### config.mk
export PLATFORM = sky130hd
export DESIGN_NAME = mem_copy_engine
export DESIGN_NICKNAME = d
export VERILOG_FILES = /design/src/rtl/mem_copy_engine.sv
export SDC_FILE = /design/constraint.sdc
export NUM_CORES = 1
export LEC_CHECK = 0
export ABC_AREA = 1
export CAP_MARGIN = 20
export CORE_ASPECT_RATIO = 1.4
export CORE_MARGIN = 4
export CORE_UTILIZATION = 35
export DETAILED_ROUTE_END_ITERATION = 10
export GPL_ROUTABILITY_DRIVEN = 0
export RECOVER_POWER = 50
export SETUP_SLACK_MARGIN = 0.05
export SYNTH_ARGS = -nofsm -noshare
export SYNTH_HDL_FRONTEND = slang
export SYNTH_SLANG_ARGS = --single-unit
### constraint.sdc
create_clock -name clk -period 5.2 [get_ports clk]
set_clock_uncertainty 0.15 [all_clocks]
set_input_delay 0.52 -clock clk [delete_from_list [all_inputs] [get_ports clk]]
set_output_delay 0.52 -clock clk [all_outputs]
set_load 0.01 [all_outputs]
### src/rtl/mem_copy_engine.sv
// Block-copy / block-fill master for the single-port data memory.
// Runs one COPY or FILL command at a time and drives the memory handshake from registered state only.
module mem_copy_engine #(
  parameter int ADDR_LEN = 8,
  parameter int WORD_LEN = 8
) (
  input  logic                clk,
  input  logic                rst_n,
  input  logic                start,
  input  logic                op,
  input  logic [ADDR_LEN-1:0] src_addr,
  input  logic [ADDR_LEN-1:0] dst_addr,
  input  logic [ADDR_LEN:0]   len,
  input  logic [WORD_LEN-1:0] pattern,
  output logic                busy,
  output logic                done,
  output logic [ADDR_LEN-1:0] mem_addr,
  output logic                mem_r_en,
  output logic                mem_w_en,
  output logic [WORD_LEN-1:0] mem_wdata,
  input  logic [WORD_LEN-1:0] mem_rdata
);

  localparam logic [1:0] IDLE  = 2'd0;
  localparam logic [1:0] READ  = 2'd1;
  localparam logic [1:0] WRITE = 2'd2;
  localparam logic [1:0] DONE  = 2'd3;

  localparam logic OP_COPY = 1'b0;
  localparam logic OP_FILL = 1'b1;

  logic [1:0]          state;
  logic [ADDR_LEN:0]   idx;
  logic [ADDR_LEN:0]   idx_next;
  logic                op_q;
  logic [ADDR_LEN-1:0] src_q;
  logic [ADDR_LEN-1:0] dst_q;
  logic [ADDR_LEN:0]   len_q;
  logic [WORD_LEN-1:0] pattern_q;
  logic [WORD_LEN-1:0] rbuf;

  assign idx_next = idx + 1'b1;

  always_ff @(posedge clk or negedge rst_n) begin
    if (!rst_n) begin
      state     <= IDLE;
      idx       <= '0;
      op_q      <= OP_COPY;
      src_q     <= '0;
      dst_q     <= '0;
      len_q     <= '0;
      pattern_q <= '0;
      rbuf      <= '0;
    end else begin
      case (state)
        IDLE: begin
          if (start) begin
            op_q      <= op;
            src_q     <= src_addr;
            dst_q     <= dst_addr;
            len_q     <= len;
            pattern_q <= pattern;
            idx       <= '0;
            if (len == '0)
              state <= DONE;
            else if (op == OP_FILL)
              state <= WRITE;
            else
              state <= READ;
          end
        end
        READ: begin
          rbuf  <= mem_rdata;
          state <= WRITE;
        end
        WRITE: begin
          idx <= idx_next;
          // idx is one bit wider than an address so len = 2^ADDR_LEN terminates.
          if (idx_next == len_q)
            state <= DONE;
          else if (op_q == OP_FILL)
            state <= WRITE;
          else
            state <= READ;
        end
        default: state <= IDLE;
      endcase
    end
  end

  always_comb begin
    busy      = 1'b0;
    done      = 1'b0;
    mem_addr  = '0;
    mem_r_en  = 1'b0;
    mem_w_en  = 1'b0;
    mem_wdata = '0;
    case (state)
      READ: begin
        busy     = 1'b1;
        mem_r_en = 1'b1;
        mem_addr = src_q + idx[ADDR_LEN-1:0];
      end
      WRITE: begin
        busy      = 1'b1;
        mem_w_en  = 1'b1;
        mem_addr  = dst_q + idx[ADDR_LEN-1:0];
        mem_wdata = (op_q == OP_FILL) ? pattern_q : rbuf;
      end
      DONE: done = 1'b1;
      default: ;
    endcase
  end

endmodule

==> results.yml, run 1 <==
status:
  status: "finished, violations left"
  violations: "capacitance limit, slew limit"
synth:
  synth-xor-area-share: 0.0147
  synthArstFlopShare: 1.00
  synth_cell_types: 31
  synth_mux_area_frac: 0.106
  synth_ff_type: "dfrtp_1"
  syn_inst: 348
  synth_edf_count: 0
  synth_area_leaders: "dfrtp_1 45%, mux2_2 11%, nand2_1 10%, ha_1 5.1%, o21ai_0 5.1%"
  yosys.area.top_type: "dfrtp_1"
  synth-seq-area-share: 0.446
  yosys.area_share.adder: 0.0573
  yosys.area.top_type_share: 0.446
  netlist_area_um2: 2970
  synth_top_family_by_area: "simple AND/OR/NAND/NOR gates"
  synthesis.nets: 406
  yosysWarnings: 0
  yosys.area_share.simple: 0.196
  synth_compound_area_frac: 0.112
  ys_ff_latch: 53
  avgSynthCellArea_um2: 8.54
timing:
  max_freq_ghz: 0.250
  fin_crit_sh: 0.770
  tns_ns: 0
  setup_viol: 0
  finalCriticalPeriod_ns: 4.01
  whs_ns: 0.351
  relSlewSlack: -0.902
  grt_setup_unrepaired: "false"
  maxSlewViolCount: 54
  hold_violations: 0
  worst_pin_slew_ns: 2.85
clock_tree:
  cts_tree: "yes"
  cts_root_buffer: "clkbuf_16"
  cts_max_path_buffers: 2
  cts_resized: 0
  cts_hold_buf: 0
  postCtsSetupBuffers: 0
  clock_sinks: 53
  h-tree-depth: 2
  cts_buffers: 5
  clkTransAtPathRegs_ns: 0.07
  clock_latency_ns: 0.29
cells_and_area:
  area_growth_pct: 30.5
  final_common_cell: "nand2_1"
  mostFrequentLayoutCells: "82 x nand2_1, 63 x clkdlybuf4s50_1, 53 x dfrtp_1"
  drive_above_1_share: 0.116
  num_antenna_cells: 0
  final_util: 0.473
  final_nets: 471
routing:
  wl_met3_um: 358
  top_layer_used: "met4"
  drtAntennaViolNets: 0
  drc: 0
  vias: 2510
  dr.pass1.iters: 4
  wl_per_cell_um: 13.4
  routed_wl_um: 6910
  viasPerCell: 4.86
  wl_met2_um: 3530
  wl_met1_um: 2860
  drt_iter0_drc: 96
grt:
  antenna_found_initial: 0
  grt_overflow: 0
  grt_use_total: 0.150
  first_global_vias: 2562
  grt_max_degree: 54
  grt_pass1_wl_um: 12000
min_path:
  hold_end: "pattern_q[5]$_DFFE_PN0P_"
  hold_class: "reg -> reg"
  hp-start: "pattern_q[5]$_DFFE_PN0P_"
  worstHoldPathCells: 1
power_and_ir_drop:
  ir_worst_vdd_mv: 0.254
  p_per_area_nw_per_um2: 557
  p_leak_nw: 1.75
setup_path:
  r2r_setup_slack_ns: 2.72
  crit_path_end_kind: "output port"
  cp-startpoint: "state[0]$_DFFE_PN0P_"
  r2r_cells: 6
  cp_data_arrival_time_ns: 3.34
  crit_type: "reg -> out"
  start_kind: "flop"
  cp.required_ns: 4.53
  reg2reg_from: "state[1]$_DFFE_PN0P_"
  r2r_end: "idx[4]$_DFFE_PN0P_"
  critPathMaxFanout: 9
floorplanning:
  start_util: 0.362
  core_um2: 8200
  io_pins: 65
  die-height_um: 117
  die_area_um2: 10000
  rows: 39
  die_x_um: 85.9
place:
  port_buffers: 64
  dp_hpwl_um: 5400
flow_run:
  max_cap_viol_count: 1
==> layout make-up <==
type                       count  area, um^2
multi-input combinational    245        1440
sequential                    53        1330
clock buffer                   7         143
tap                          102         128
clock inverter                 1        30.0
inverter                      41         154
timing repair buffer          67         654
fill                         825        4320
==> report_power, final <==
part,internal (mW),switching (mW)
Clock,0.241,0.145
Sequential,0.594,0.106
Combinational,0.511,0.563
Total,1.35,0.813
==> worst max path at each step <==
stage,to,slack [ns],depth (start not counted)
final,mem_addr[6],1.19,17
after detailed placement,mem_addr[6],1.52,17
after global placement,mem_addr[6],1.65,17
after global routing,mem_addr[6],0.76,17
after CTS,mem_addr[6],1.20,17
after floorplan,mem_addr[6],1.99,16
==> cells by family (layout without fill, tap and decap cells) <==
| kind of cell | after synthesis | in the layout |
|---|---|---|
| AOI/OAI and AO/OA | 63 | 63 |
| xor gates and xnor gates | 5 | 5 |
| adders and majority gates | 13 | 13 |
| buffers and inverters | 50 | 116 |
| DFF | 53 | 53 |
| muxes | 28 | 28 |
| and+or+nand+nor | 136 | 136 |
==> metal layers <==
metal	vias up	global-route usage
li1	1271	-
met1	1173	0.169
met2	55	0.269
met3	11	0.0399
met4	0	0.0581
met5	-	0
==> stage by stage <==
step                      power [mW]  instance area [um^2]  setup slack (ns)  cells
after floorplan                 1.37                  2970              1.99    348
after global placement          1.78                  3710              1.65    508
after detailed placement        1.80                  3710              1.52    508
after CTS                       2.19                  3880              1.20    516
after global routing            2.36                  3880             0.765    516
final                           2.16                  3880              1.19    516
==> synthesized netlist by cell type, drive strengths merged (2+ instances only) <==
cell / number
inv: 40
mux2: 28
nand2: 87
o22ai: 5
nand3b: 3
a21oi: 23
clkbuf: 4
nand4: 2
nor2: 25
nor4: 2
o21ai: 33
nand3: 16
xor2: 4
ha: 12
dfrtp: 53
buf: 5
==> critical path, stage by stage, from the launching register on <==
cell and delay [ns]:
dfrtp_1 0.41, inv_1 0.09, ha_1 0.17, clkinv_1 0.24, nand2_1 0.13, nand2_1 0.06, ha_1 0.17, inv_1 0.08
fa_1 0.22, nor2_1 0.06, o21ai_0 0.24, a21oi_1 0.13, nor2_1 0.11, nor2_1 0.05, nor2_1 0.11, o21ai_0 0.09
a21oi_1 0.14, clkdlybuf4s50_1 0.55
==> flip-flops by register name, summed over array words and instances (netlist names) <==
| signal | flops |
|---|---|
| idx | 9 |
| len_q | 9 |
| dst_q | 8 |
| pattern_q | 8 |
| rbuf | 8 |
| src_q | 8 |
| state | 2 |
| op_q | 1 |
Note: power is estimated with default switching activity, not from simulation.
==> run 2: changes to the inputs <==
clock period = 3.3 ns   (was 5.2 ns; I/O delays follow)
==> run 2 against run 1 <==
The flow still finishes with violations (capacitance limit, slew limit). Largest power group unchanged. Via count rose by 0.80%. Sequential share of layout area fell by 0.71 points. Combinational power rose by 67%. Die area did not move. Core utilization rose by 1.0 points.
==> results.yml, run 2 (synthesis gave the netlist of run 1 again) <==
setup_path:
  r2r_setup_slack_ns: 0.98
  critPathMaxFanout: 5
  cp_data_arrival_time_ns: 2.61
  crit_path_end_kind: "output port"
  cp-endpoint: "mem_addr[4]"
  crit_type: "reg -> out"
  start_kind: "flop"
  cp.required_ns: 2.82
  reg2reg_from: "state[1]$_DFFE_PN0P_"
  r2r_cells: 6
  cp-startpoint: "state[0]$_DFFE_PN0P_"
  r2r_end: "pattern_q[7]$_DFFE_PN0P_"
clock_tree:
  cts_hold_buf: 0
  clkTransAtPathRegs_ns: 0.06
  clock_latency_ns: 0.29
  clock_sinks: 53
  cts_max_path_buffers: 2
  h-tree-depth: 2
  cts_root_buffer: "clkbuf_16"
  cts_buffers: 5
  cts_tree: "yes"
floorplanning:
  die_x_um: 85.9
  start_util: 0.362
  die_area_um2: 10000
  io_pins: 65
  core_um2: 8200
  die-height_um: 117
  rows: 39
routing:
  viasPerCell: 4.80
  wl_per_cell_um: 13.6
  vias: 2530
  drtAntennaViolNets: 0
  routed_wl_um: 7190
  drc: 0
  dr.pass1.iters: 4
  drt_iter0_drc: 117
power_and_ir_drop:
  p_seq_frac: 0.322
  p_clk_frac: 0.153
  ir_worst_vdd_mv: 0.415
  finalPower_mw: 3.41
  p_sw_frac: 0.389
  power_frac_comb: 0.525
  p_leak_nw: 1.82
  p_per_area_nw_per_um2: 861
  switchingPower_mw: 1.32
  power.internal_mw: 2.08
grt:
  first_global_vias: 2641
  antenna_found_initial: 0
  grt_max_degree: 39
  grt_use_total: 0.153
  grt_pass1_wl_um: 12000
  grt_overflow: 0
timing:
  fin_crit_sh: 0.936
  relSlewSlack: -0.442
  tns_ns: 0
  hold_violations: 0
  maxSlewViolCount: 39
  max_freq_ghz: 0.324
  setup_viol: 0
  finalCriticalPeriod_ns: 3.09
  grt_setup_unrepaired: "true"
  worst_pin_slew_ns: 2.16
cells_and_area:
  fill_cells: 825
  area_growth_pct: 33.3
  num_antenna_cells: 0
  final_common_cell: "nand2_1"
  final_nets: 483
  mostFrequentLayoutCells: "82 x nand2_1, 58 x clkdlybuf4s50_1, 53 x dfrtp_1"
  drive_above_1_share: 0.155
  reg_top3: "idx (9), len_q (9)"
flow_run:
  max_cap_viol_count: 1
status:
  violations: "capacitance limit, slew limit"
  status: "finished, violations left"
place:
  port_buffers: 64
  dp_hpwl_um: 5590
min_path:
  hold_class: "reg -> reg"
run 2: changes by cell type in the layout (fill, tap and decap cells not counted), sizes merged:
| cell | before | now |
|---|---|---|
| buf | 3 | 11 |
| bufinv | 1 | 0 |
| clkbuf | 8 | 13 |
| clkdlybuf4s50 | 63 | 58 |
| dlygate4sd2 | 0 | 3 |
| dlymetal6s2s | 0 | 1 |
run 2: power groups by stage:
stage / logic, mW / clock network [mW] / registers [mW]
2_1_floorplan: 1.11 / 0 / 1.06
3_3_place_gp: 1.76 / 0 / 1.10
3_5_place_dp: 1.79 / 0 / 1.11
4_1_cts: 1.78 / 0.540 / 1.10
5_1_grt: 2.02 / 0.562 / 1.13
6_report: 1.79 / 0.521 / 1.10
run 2: layer usage:
metal | GRT usage | vias up | part of all wire
met5 | 0 | - | 0
met1 | 0.169 | 1170 | 0.41
li1 | - | 1296 | -
met3 | 0.0406 | 15 | 0.048
met4 | 0.0718 | 0 | 0.029
met2 | 0.273 | 49 | 0.51
run 2: critical path, cell delays in order, from the launching register on:
cell	delay, ns
dfrtp_1	0.40
inv_2	0.09
ha_4	0.15
clkinv_1	0.11
nand2_1	0.07
nand2_1	0.05
ha_1	0.17
inv_1	0.10
fa_2	0.24
nor2_2	0.04
o21ai_2	0.14
a21oi_2	0.08
buf_4	0.14
buf_4	0.12
nor2_1	0.13
dlygate4sd2_1	0.29
run 2: worst min-delay path by stage:
| stage | from | end | cells after the start |
|---|---|---|---|
| 4_1_cts | rst_n | pattern_q[3]$_DFFE_PN0P_ | 1 |
| 3_5_place_dp | pattern_q[5]$_DFFE_PN0P_ | pattern_q[5]$_DFFE_PN0P_ | 1 |
| 6_report | pattern_q[1]$_DFFE_PN0P_ | pattern_q[1]$_DFFE_PN0P_ | 1 |
| 3_3_place_gp | pattern_q[6]$_DFFE_PN0P_ | pattern_q[6]$_DFFE_PN0P_ | 1 |
| 2_1_floorplan | rst_n | dst_q[0]$_DFFE_PN0P_ | 0 |
| 5_1_grt | src_q[6]$_DFFE_PN0P_ | src_q[6]$_DFFE_PN0P_ | 1 |
run 2: through the flow:
step	hold WS (ns)	instances	setup WS, ns	util	instance area, um^2
6_report	0.356	527	0.212	0.483	3960
5_1_grt	0.377	527	-0.0730	0.483	3960
4_1_cts	0.0515	524	0.0422	0.479	3930
3_5_place_dp	0.342	516	-0.0195	0.460	3770
3_3_place_gp	0.336	516	0.0335	0.460	3770
2_1_floorplan	-0.116	348	0.285	-	2970
run 2: what timing repair did:
action / CTS / global route
pin swaps: 2 / 8
hold endpoints to repair: 0 / 0
endpoints found under the setup margin: 5 / 4
resized for setup: 9 / 13
setup buffers: 1 / 3
gates cloned: 0 / 0
run 2: layout make-up:
type | count | area (um^2) | area share
inverter | 41 | 154 | 0.0389
timing repair buffer | 79 | 729 | 0.184
tap | 102 | 128 | 0.0322
multi-input combinational | 245 | 1480 | 0.374
sequential | 53 | 1330 | 0.335
clock buffer | 7 | 143 | 0.0360
